**config.mk**
```make
export PLATFORM = sky130hd
export DESIGN_NAME = ex_alu_stage
export DESIGN_NICKNAME = d
export VERILOG_FILES = /design/src/rtl/alu_pkg.sv /design/src/rtl/ex_alu_core.sv /design/src/rtl/ex_alu_stage.sv
export SDC_FILE = /design/constraint.sdc
export NUM_CORES = 1
export LEC_CHECK = 0
export ABC_AREA = 1
export CORE_ASPECT_RATIO = 0.9
export CORE_UTILIZATION = 58
export CTS_CLUSTER_DIAMETER = 30
export DETAILED_ROUTE_END_ITERATION = 7
export PLACE_DENSITY_LB_ADDON = 0.08
export REMOVE_ABC_BUFFERS = 1
export SYNTH_ARGS = -nofsm -noshare
export SYNTH_HDL_FRONTEND = slang
export SYNTH_SLANG_ARGS = --single-unit
```
**constraint.sdc**
```tcl
create_clock -name clk -period 5.9 [get_ports clk]
set_input_delay 1.475 -clock clk [delete_from_list [all_inputs] [get_ports clk]]
set_output_delay 1.475 -clock clk [all_outputs]
set_load 0.01 [all_outputs]
```
**src/rtl/alu_pkg.sv**
```systemverilog
// Shared definitions for the execute-stage ALU: control encodings, default
// widths and the sequencing FSM state type.
package alu_pkg;

    localparam int DATA_W_DEF = 16;
    localparam int REG_W_DEF  = 4;

    localparam logic [2:0] ALU_ADD  = 3'b000;
    localparam logic [2:0] ALU_SUB  = 3'b001;
    localparam logic [2:0] ALU_MOVE = 3'b010;
    localparam logic [2:0] ALU_SWAP = 3'b101;

    typedef enum logic {
        ST_RUN   = 1'b0,
        ST_SWAP2 = 1'b1
    } alu_state_e;

endpackage

```
**src/rtl/ex_alu_core.sv**
```systemverilog
// Purely combinational ALU: result, zero flag, signed overflow and illegal-code
// detection for one operation.
module ex_alu_core
    import alu_pkg::*;
#(
    parameter int DATA_W = DATA_W_DEF
) (
    input  logic [2:0]        code_i,
    input  logic [DATA_W-1:0] a_i,
    input  logic [DATA_W-1:0] b_i,
    output logic [DATA_W-1:0] result_o,
    output logic              zero_o,
    output logic              ovf_o,
    output logic              illegal_o
);

    logic [DATA_W-1:0] sum;
    logic [DATA_W-1:0] diff;

    assign sum  = a_i + b_i;
    assign diff = a_i - b_i;

    always_comb begin
        result_o  = '0;
        ovf_o     = 1'b0;
        illegal_o = 1'b0;
        unique case (code_i)
            ALU_ADD: begin
                result_o = sum;
                // Same-sign operands producing a different-sign sum overflowed.
                ovf_o    = (a_i[DATA_W-1] == b_i[DATA_W-1]) &&
                           (sum[DATA_W-1] != a_i[DATA_W-1]);
            end
            ALU_SUB: begin
                result_o = diff;
                ovf_o    = (a_i[DATA_W-1] != b_i[DATA_W-1]) &&
                           (diff[DATA_W-1] != a_i[DATA_W-1]);
            end
            ALU_MOVE, ALU_SWAP: result_o = b_i;
            default:  illegal_o = 1'b1;
        endcase
    end

    assign zero_o = (result_o == '0);

endmodule

```
**src/rtl/ex_alu_stage.sv**
```systemverilog
// Execute stage: one-cycle ALU with a registered EX/MEM slot. SWAP produces two
// write-backs on consecutive cycles and stalls upstream for the second one.
module ex_alu_stage
    import alu_pkg::*;
#(
    parameter int DATA_W = DATA_W_DEF,
    parameter int REG_W  = REG_W_DEF
) (
    input  logic              clk,
    input  logic              rst_n,
    // Handshake: an instruction transfers on a rising edge where in_valid and
    // in_ready are both 1 and flush is 0; upstream holds it while in_ready is 0.
    input  logic              in_valid,
    output logic              in_ready,
    input  logic [2:0]        alu_control,
    input  logic [DATA_W-1:0] op_a,
    input  logic [DATA_W-1:0] op_b,
    input  logic [REG_W-1:0]  rd_a,
    input  logic [REG_W-1:0]  rd_b,
    input  logic              flush,
    output logic              out_valid,
    output logic [DATA_W-1:0] out_result,
    output logic [REG_W-1:0]  out_wreg,
    output logic              out_wen,
    output logic              out_zero,
    output logic              out_ovf,
    output logic              out_illegal,
    output alu_state_e        dbg_state_o
);

    alu_state_e        state_q, state_d;
    logic [DATA_W-1:0] swap_a_q, swap_a_d;
    logic [REG_W-1:0]  swap_rd_q, swap_rd_d;

    logic              valid_d, wen_d, zero_d, ovf_d, illegal_d;
    logic [DATA_W-1:0] result_d;
    logic [REG_W-1:0]  wreg_d;

    logic              accept;
    logic              in_swap2;
    logic [2:0]        core_code;
    logic [DATA_W-1:0] core_b;
    logic [DATA_W-1:0] core_result;
    logic              core_zero, core_ovf, core_illegal;

    assign in_swap2    = (state_q == ST_SWAP2);
    assign in_ready    = ~in_swap2;
    assign accept      = in_valid & in_ready & ~flush;
    assign dbg_state_o = state_q;

    // The second SWAP write is a MOVE of the captured op_a through the core.
    assign core_code = in_swap2 ? ALU_MOVE : alu_control;
    assign core_b    = in_swap2 ? swap_a_q : op_b;

    ex_alu_core #(.DATA_W(DATA_W)) u_core (
        .code_i    (core_code),
        .a_i       (op_a),
        .b_i       (core_b),
        .result_o  (core_result),
        .zero_o    (core_zero),
        .ovf_o     (core_ovf),
        .illegal_o (core_illegal)
    );

    always_comb begin
        state_d   = ST_RUN;
        swap_a_d  = swap_a_q;
        swap_rd_d = swap_rd_q;
        valid_d   = 1'b0;
        wen_d     = 1'b0;
        result_d  = '0;
        wreg_d    = '0;
        zero_d    = 1'b0;
        ovf_d     = 1'b0;
        illegal_d = 1'b0;

        if (!flush) begin
            if (in_swap2) begin
                valid_d  = 1'b1;
                wen_d    = 1'b1;
                result_d = core_result;
                wreg_d   = swap_rd_q;
                zero_d   = core_zero;
            end else if (accept) begin
                valid_d   = 1'b1;
                wen_d     = ~core_illegal;
                result_d  = core_result;
                wreg_d    = rd_a;
                zero_d    = core_zero;
                ovf_d     = core_ovf;
                illegal_d = core_illegal;
                if (alu_control == ALU_SWAP) begin
                    state_d   = ST_SWAP2;
                    swap_a_d  = op_a;
                    swap_rd_d = rd_b;
                end
            end
        end
    end

    always_ff @(posedge clk or negedge rst_n) begin
        if (!rst_n) begin
            state_q     <= ST_RUN;
            swap_a_q    <= '0;
            swap_rd_q   <= '0;
            out_valid   <= 1'b0;
            out_wen     <= 1'b0;
            out_result  <= '0;
            out_wreg    <= '0;
            out_zero    <= 1'b0;
            out_ovf     <= 1'b0;
            out_illegal <= 1'b0;
        end else begin
            state_q     <= state_d;
            swap_a_q    <= swap_a_d;
            swap_rd_q   <= swap_rd_d;
            out_valid   <= valid_d;
            out_wen     <= wen_d;
            out_result  <= result_d;
            out_wreg    <= wreg_d;
            out_zero    <= zero_d;
            out_ovf     <= ovf_d;
            out_illegal <= illegal_d;
        end
    end

endmodule

```
==> flow_summary.toml <==
[timing]
fin_crit_sh = 0.6870
min_period_ns = 4.053
maxSlewHeadroom = 0.1315
setup_viol = 0
tightest_slew_ns = 1.298
clock.fmax_ghz = 0.2467
slew_viol_final = 0
grt_setup_unrepaired = "false"
finalSetupTns_ns = 0
skew_ns = 0.009521
finalHoldViolCount = 0

[die]
placeableCoreArea_um2 = 6691
initial_core_util = 0.6126
ios = 74
chipWidth_um = 90.62
die_h_um = 81.75
row_count = 28
die_area_um2 = 7408

[layout]
mostFrequentLayoutCells = "nand2_1, inv_1, nor2_1"
fin_nets = 822
drive_gt1_frac = 0.02436
fin_area_um2 = 4985
n_antenna_cell = 0
stdcell_count = 829
flow.area_growth_from_synthesis_pct = 21.61
layout_commonest_cell = "nand2_1"

[yosys]
ys_types = 24
ys_top_cells_by_area = "dfrtp_1, nand2_1, ha_1, inv_1, nand3_1"
yosysWarningCount = 0
netlist.area_leader.share = 0.2808
syn-instance-count = 670
syn_area_per_cell_um2 = 6.118
yosysTopAreaCell = "dfrtp_1"
ys_ff_latch = 46
synthesis.area_um2 = 4099
ys_seq_area_frac = 0.2808

[pwr]
ir_drop_mv = 0.1170
power_density_nw_per_um2 = 188.1
power.leakage_nw = 2.783

[worst_setup_path]
critPathBufInv = 4
crit_family = "simple AND/OR/NAND/NOR gates"
end_kind = "flop"
slowest_stage = "clkdlybuf4s50_1"
cp_cell_sequence = "clkdlybuf4s50_1 > inv_1 > a21oi_1 > inv_1 > fa_1 > inv_1 > nand2_1 > nand2_1 > nand2_1 > nor2_1 > nor2_1 > nor2_1 > nor2_1 > nor2_1 > nand3_1 > nor2_1 > nand3_1 > nor2_1"
worstPathRequired_ns = 6.16
crit_type = "in -> reg"
cp.arrival_ns = 4.31
critical_path.max_fanout = 4
cp_slowest_stage_delay_ns = 0.46
path_common_cell = "nor2_1"
worstSetupStartpointType = "input port"

[routing]
num_vias = 4514
drt-initial-drc-count = 364
wl_per_cell_um = 14.77
postRouteAntennaNets = 0
viasPerCell = 5.445
drtPass1Iterations = 5
routed_wl_mm = 12.25
drc = 0

[placed_design]
port_buffers = 73
placed_area_um2 = 4887
place.gp.congestion = 0.9947
post-dp-hpwl_mm = 9.273
dpl.cell_count = 821

[job]
drv_cap = 0

[clocking]
postCtsHoldBufs = 0
numCtsBuffers = 5
clk_pin_slew_worst_paths_ns = 0.10
cts_buffer_depth = 2
post-cts-setup-buffers = 0
insertion_delay_ns = 0.32
cts.sinks = 46
cts_tree = "yes"
htreeDepth = 2
cts-root-buf = "clkbuf_8"
cts-resized-gates = 0

[global_route]
track_usage = 0.3424
grt_pass1_wl_mm = 19.58
grt_pass1_vias = 4118
grt_max_degree = 47
overflow = 0
grt_antenna_before_repair = 0

[hold_path]
min-delay-path-class = "reg -> reg"

[run_status]
status = "finished, final reports clean"
[stage by stage]
stage / hold slack, ns / utilization / worst slack (ns) / power [mW]
6_report: 0.4831 / 0.7450 / 1.847 / 0.9378
5_1_grt: 0.5054 / 0.7450 / 1.522 / 0.9978
4_1_cts: 0.4847 / 0.7450 / 1.892 / 0.9325
3_5_place_dp: 0.4596 / 0.7304 / 1.572 / 0.7136
3_3_place_gp: 0.4490 / 0.7304 / 1.788 / 0.7023
2_1_floorplan: 0.4349 / - / 2.536 / 0.5874
[cell families (layout without fill, tap and decap cells)]
kind of cell,after synthesis,count (layout),synth area share
simple gates,390,390,0.3877
flops,46,46,0.2808
compound gates,68,68,0.09279
fa+ha+maj,37,37,0.1166
buf+inv,129,198,0.1221
[worst min-delay path, cell delays in order, from the launching register on]
cell     delay, ns
dfrtp_1       0.36
nand2_1       0.05
nand2_1       0.05
[final cells by class]
class,count,area [µm²]
Multi-Input combinational cell,495,2447
Fill cell,563,1707
Sequential cell,46,1151
Timing Repair Buffer,76,748.2
Inverter,114,427.9
Tap cell,90,112.6
Clock buffer,5,68.82
Clock inverter,3,28.78
[state kept, by name (all words and copies together), names as in the netlist]
| signal | flops |
|---|---|
| out_result | 16 |
| swap_a_q | 16 |
| out_wreg | 4 |
| swap_rd_q | 4 |
| dbg_state_o | 1 |
| out_illegal | 1 |
| out_ovf | 1 |
| out_valid | 1 |
| out_wen | 1 |
| out_zero | 1 |
[power breakdown]
group	switching, mW	internal (mW)	total (mW)
registers	0.0174	0.350	0.367
logic	0.221	0.129	0.350
clock network	0.131	0.0890	0.220
[synthesized netlist by cell type (all sizes together)]
library cell	number
a32o	4
buf	13
and2	1
nand2	229
nand4	5
o21ai	29
nor2	83
nor3	5
a21oi	29
fa	2
or2	1
inv	114
o21bai	2
o211ai	2
nand3	65
ha	35
a31oi	2
nand3b	1
dfrtp	46
clkbuf	2
[path summary, 6_finish.rpt]
kind / to / slack (ns) / cells after the start / from
worst min-delay path: swap_a_q[10] / 0.48 / 2 / swap_a_q[10]
worst max register to register: out_zero / 2.22 / 19 / dbg_state_o
max in group asynchronous: swap_a_q[10] / 3.92 / 1 / rst_n
worst max-delay path: out_zero / 1.85 / 18 / op_b[1]
min in group asynchronous: out_wreg[3] / 1.34 / 1 / rst_n
worst min register to register: swap_a_q[10] / 0.48 / 2 / swap_a_q[10]
[routing by layer]
layer | track usage | vias to the layer above | share of wire | wire, µm
met2 | 0.5841 | 275 | 0.45 | 5541
met4 | 0.1081 | 0 | 0.018 | 221
met5 | 0 | - | 0 | 0
li1 | - | 2215 | - | -
met1 | 0.4508 | 1998 | 0.43 | 5244
met3 | 0.05278 | 26 | 0.10 | 1240
No activity file was read; power rests on OpenSTA's default activity.
==> RTL change 1, RTL diff (config.mk and constraints unchanged) <==
The package constant `DATA_W_DEF` goes from 16 to 12.
--- a/src/rtl/alu_pkg.sv
+++ b/src/rtl/alu_pkg.sv
@@ -4,3 +4,3 @@
 
-    localparam int DATA_W_DEF = 16;
+    localparam int DATA_W_DEF = 12;
     localparam int REG_W_DEF  = 4;
Interface: changed (resized op_a, op_b and out_result); port bits go from 74 to 62. The function was not compared with the original's and may differ.
==> RTL change 1 against the original RTL <==
  * Wire length decreased by 23%
  * Synthesized area decreased by 22%
  * Final area decreased by 22%
  * Total power decreased by 18%
  * Global-route usage decreased by 0.23 points
  * Synthesized cell count decreased by 28%
  * Worst setup slack improved by 270 ps
  * Core utilization decreased by 0.98 points
  * Sequential cell count decreased by 8
  * Sequential power decreased by 17%
  * Highest routed layer unchanged
==> RTL change 1: results <==
[run_status]
status = "completed"

[global_routing]
grt.total_usage = 0.340
grt_pass1_wl_um = 14800
grt_start_max_net_pins = 39
grt_pass1_vias = 3157
antenna_found_initial = 0

[placed_design]
io_buffers = 61
place_congestion = 0.960
place_ws_ps = 1880
dp_hpwl_um = 7170

[worst_setup_path]
r2r-end = "out_zero"
worstPathArrival_ps = 4020
crit_path_top_delay_cell = "clkdlybuf4s50_1"
reg2reg_from = "dbg_state_o"
slowest_delay_ps = 450
r2r_slack_ps = 2560
worstSetupPathType = "in -> reg"
cp_top_family = "simple AND/OR/NAND/NOR gates"
crit_fanout = 8
crit_start = "op_b[5]"
reg2reg_depth = 14

[sta]
min_period_over_period = 0.642
skew_ps = 8.25
worst_pin_slew_ps = 1050

[clock_tree]
ctsHoldBuffers = 0
cts_resized = 0
htreeDepth = 2
clock_path_buffers = 2
cts_made_buffers = 5
cts.clk_slew.worst_paths_ps = 80
cts_root_buffer = "clkbuf_8"
post-cts-setup-buffers = 0
clk_latency_ps = 300

[power]
peakVddDrop_mv = 0.116
p_leak_nw = 2.09

[logic_synthesis]
synth_area_leaders = "dfrtp_1 30%, nand2_1 18%, ha_1 9.8%"
synth_ff_type = "dfrtp_1"
seq_area_frac_synth = 0.298
async_flop_share = 1.00
synth_common_cells = "150 x nand2_1, 69 x inv_1, 59 x nor2_1"
ys_types = 33
yosys_warnings = 0

[cells_and_area]
drive_above_1_share = 0.0737
top_regs = "out_result: 12 flops, swap_a_q: 12 flops"
diodes = 0
nets = 608

[route]
num_vias = 3386
wirelength_um = 9410
drt_iter0_markers = 248
drtPass1Iterations = 5

[hold_path]
hold_path.class = "reg -> reg"
==> RTL change 1: changes by cell type in the layout (fill, tap and decap cells not counted), sizes merged, moves of 2 or more <==
cell	before	now
o211ai	2	0
ha	35	25
dfrtp	46	38
nor2	83	65
xor2	0	2
o21ai	29	20
clkdlybuf4s50	72	60
a21oi	29	12
a31oi	2	5
inv	116	77
nand3	65	46
nand2	229	158
buf	4	2
==> RTL change 1: per-layer routing <==
metal / global-route usage / vias up / part of all wire
met3: 0.0541 / 19 / 0.083
met4: 0.101 / 0 / 0.021
met1: 0.460 / 1553 / 0.44
met2: 0.562 / 191 / 0.45
li1: - / 1623 / -
met5: 0 / - / 0
==> RTL change 1: worst min-delay path: stages (launching register included) <==
cell	delay, ps
dfrtp_1	360
nand2_1	50
nand2_1	50
==> RTL change 1: power breakdown <==
| part | total [mW] | leakage, nW | switching, mW | internal, mW |
|---|---|---|---|---|
| clock network | 0.201 | 0.0472 | 0.107 | 0.0942 |
| registers | 0.304 | 0.502 | 0.0153 | 0.289 |
| logic | 0.263 | 1.54 | 0.162 | 0.101 |
| total | 0.768 | 2.09 | 0.284 | 0.484 |
==> RTL change 1: per-stage QoR <==
| step | util | total power [mW] | std cells | instance area [µm²] | hold slack, ps |
|---|---|---|---|---|---|
| finish | 0.735 | 0.768 | 610 | 3890 | 481 |
| global route | 0.735 | 0.807 | 610 | 3890 | 498 |
| CTS | 0.735 | 0.760 | 610 | 3890 | 479 |
| detailed placement | 0.717 | 0.566 | 602 | 3790 | 458 |
| global placement | 0.717 | 0.555 | 602 | 3790 | 454 |
| floorplan | - | 0.469 | 473 | 3090 | 442 |
==> RTL change 1: cell type report <==
| type | instances | area, µm² |
|---|---|---|
| fill | 434 | 1400 |
| timing repair buffer | 62 | 613 |
| inverter | 78 | 293 |
| sequential | 38 | 951 |
| multi-input combinational | 357 | 1850 |
| tap | 67 | 83.8 |
| clock inverter | 2 | 12.5 |
| clock buffer | 6 | 82.6 |
==> RTL change 1: logic make-up after synthesis <==
kind of cell / synth area share
buffers and inverters: 0.123
adders and majority gates: 0.110
xor gates and xnor gates: 0.00822
and+or+nand+nor: 0.375
DFF: 0.298
AOI/OAI and AO/OA: 0.0854
==> RTL change 1: worst min-delay path by stage <==
stage,startpoint,endpoint,cells past startpoint
final,swap_a_q[9],swap_a_q[9],2
after global routing,swap_a_q[6],swap_a_q[6],2
after CTS,swap_a_q[2],swap_a_q[2],2
after detailed placement,swap_a_q[2],swap_a_q[2],2
after global placement,swap_a_q[10],swap_a_q[10],2
after floorplan,swap_a_q[1],swap_a_q[1],2
==> RTL change 2, RTL diff (same settings) <==
Made on the original files. Reset style: synchronous (`rst_n`), changed in one clocked block.
--- a/src/rtl/ex_alu_stage.sv
+++ b/src/rtl/ex_alu_stage.sv
@@ -100,3 +100,3 @@
 
-    always_ff @(posedge clk or negedge rst_n) begin
+    always_ff @(posedge clk) begin
         if (!rst_n) begin
Behaviour: differs if rst_n is asserted again (counterexample within 4 cycles, from zero or initial values and one cycle with rst_n low); with rst_n held inactive, the same outputs for 10 cycles.
==> RTL change 2 against the original RTL <==
  * Final area fell by 2.0%
  * Worst setup slack improved by 200 ps
  * Sequential cell count did not move
  * Critical path depth did not move
  * Total power fell by 11%
  * Sequential power fell by 13%
  * Synthesized area fell by 1.2%
  * Wire length fell by 1.8%
  * Critical endpoint is now out_zero
==> RTL change 2: results <==
[global_routing]
grt_use_met3 = 0.0468
grt_pass1_wl_um = 19600
antenna_found_initial = 0
grt_start_max_net_pins = 25
grt_util_met2 = 0.537
use_met1 = 0.472
grt.total_usage = 0.338
grt_pass1_vias = 4215

[placed_design]
dpl_cell_area_um2 = 4790
dp_hpwl_um = 9540
place_inst = 849
place_ws_ps = 1890
place_congestion = 0.986

[route]
wire_per_inst_um = 14.0
drt_iter0_markers = 368
met3WireLength_um = 1110
wl_met1_um = 5500
top_layer_used = "met4"
viasPerCell = 5.44
dr_wl_met2_um = 5150

[power]
switchingPower_mw = 0.313
combPwrFrac = 0.369
swShare = 0.373
p_leak_nw = 2.52
p_clk_frac = 0.250
peakVddDrop_mv = 0.134

[logic_synthesis]
synth-compound-area-share = 0.0946
synth_common_cells = "229 x nand2_1, 106 x nor2_1, 97 x inv_1"
synth_area_leaders = "dfxtp_1 23%, nand2_1 21%, ha_1 11%"
synth_fa_ha_area_frac = 0.115
ys_types = 34
seq_area_frac_synth = 0.227
async_flop_share = 0
synth_xor_area_frac = 0.00216
syn_inst = 703

[worst_setup_path]
crit_path_top_delay_cell = "fa_1"
r2r-end = "out_zero"
worstPathArrival_ps = 4100
reg2reg_from = "dbg_state_o"
crit_start = "op_b[0]"
slowest_delay_ps = 410

[run_status]
status = "completed"

[clock_tree]
clk_latency_ps = 300
ctsHoldBuffers = 0

[sta]
skew_ps = 3.40

[cells_and_area]
finalNonFillerCells = 857
-- RTL change 2: cell count changes after synthesis, moves of 3 or more --
cell and change:
inv_2 +6, a32o_1 -4, nor2_1 +23, dfrtp_1 -46
dfxtp_1 +46, nand3_1 +6, o21ai_1 +3, inv_1 -15
nor2_2 +6, buf_2 -4, buf_6 +3
-- RTL change 2: cell type report --
| type | instances | area, µm² |
|---|---|---|
| clock buffer | 6 | 82.6 |
| clock inverter | 2 | 12.5 |
| fill | 596 | 1770 |
| inverter | 106 | 400 |
| multi-input combinational | 532 | 2610 |
| sequential | 46 | 921 |
| tap | 90 | 113 |
| timing repair buffer | 75 | 746 |
-- RTL change 2: worst min path at each step --
stage / startpoint / end / slack (ps)
finish: swap_rd_q[3] / out_wreg[3] / 470
global route: swap_rd_q[3] / out_wreg[3] / 510
global placement: swap_rd_q[3] / out_wreg[3] / 440
floorplan: swap_rd_q[0] / out_wreg[0] / 440
CTS: swap_rd_q[3] / out_wreg[3] / 470
detailed placement: swap_rd_q[3] / out_wreg[3] / 460
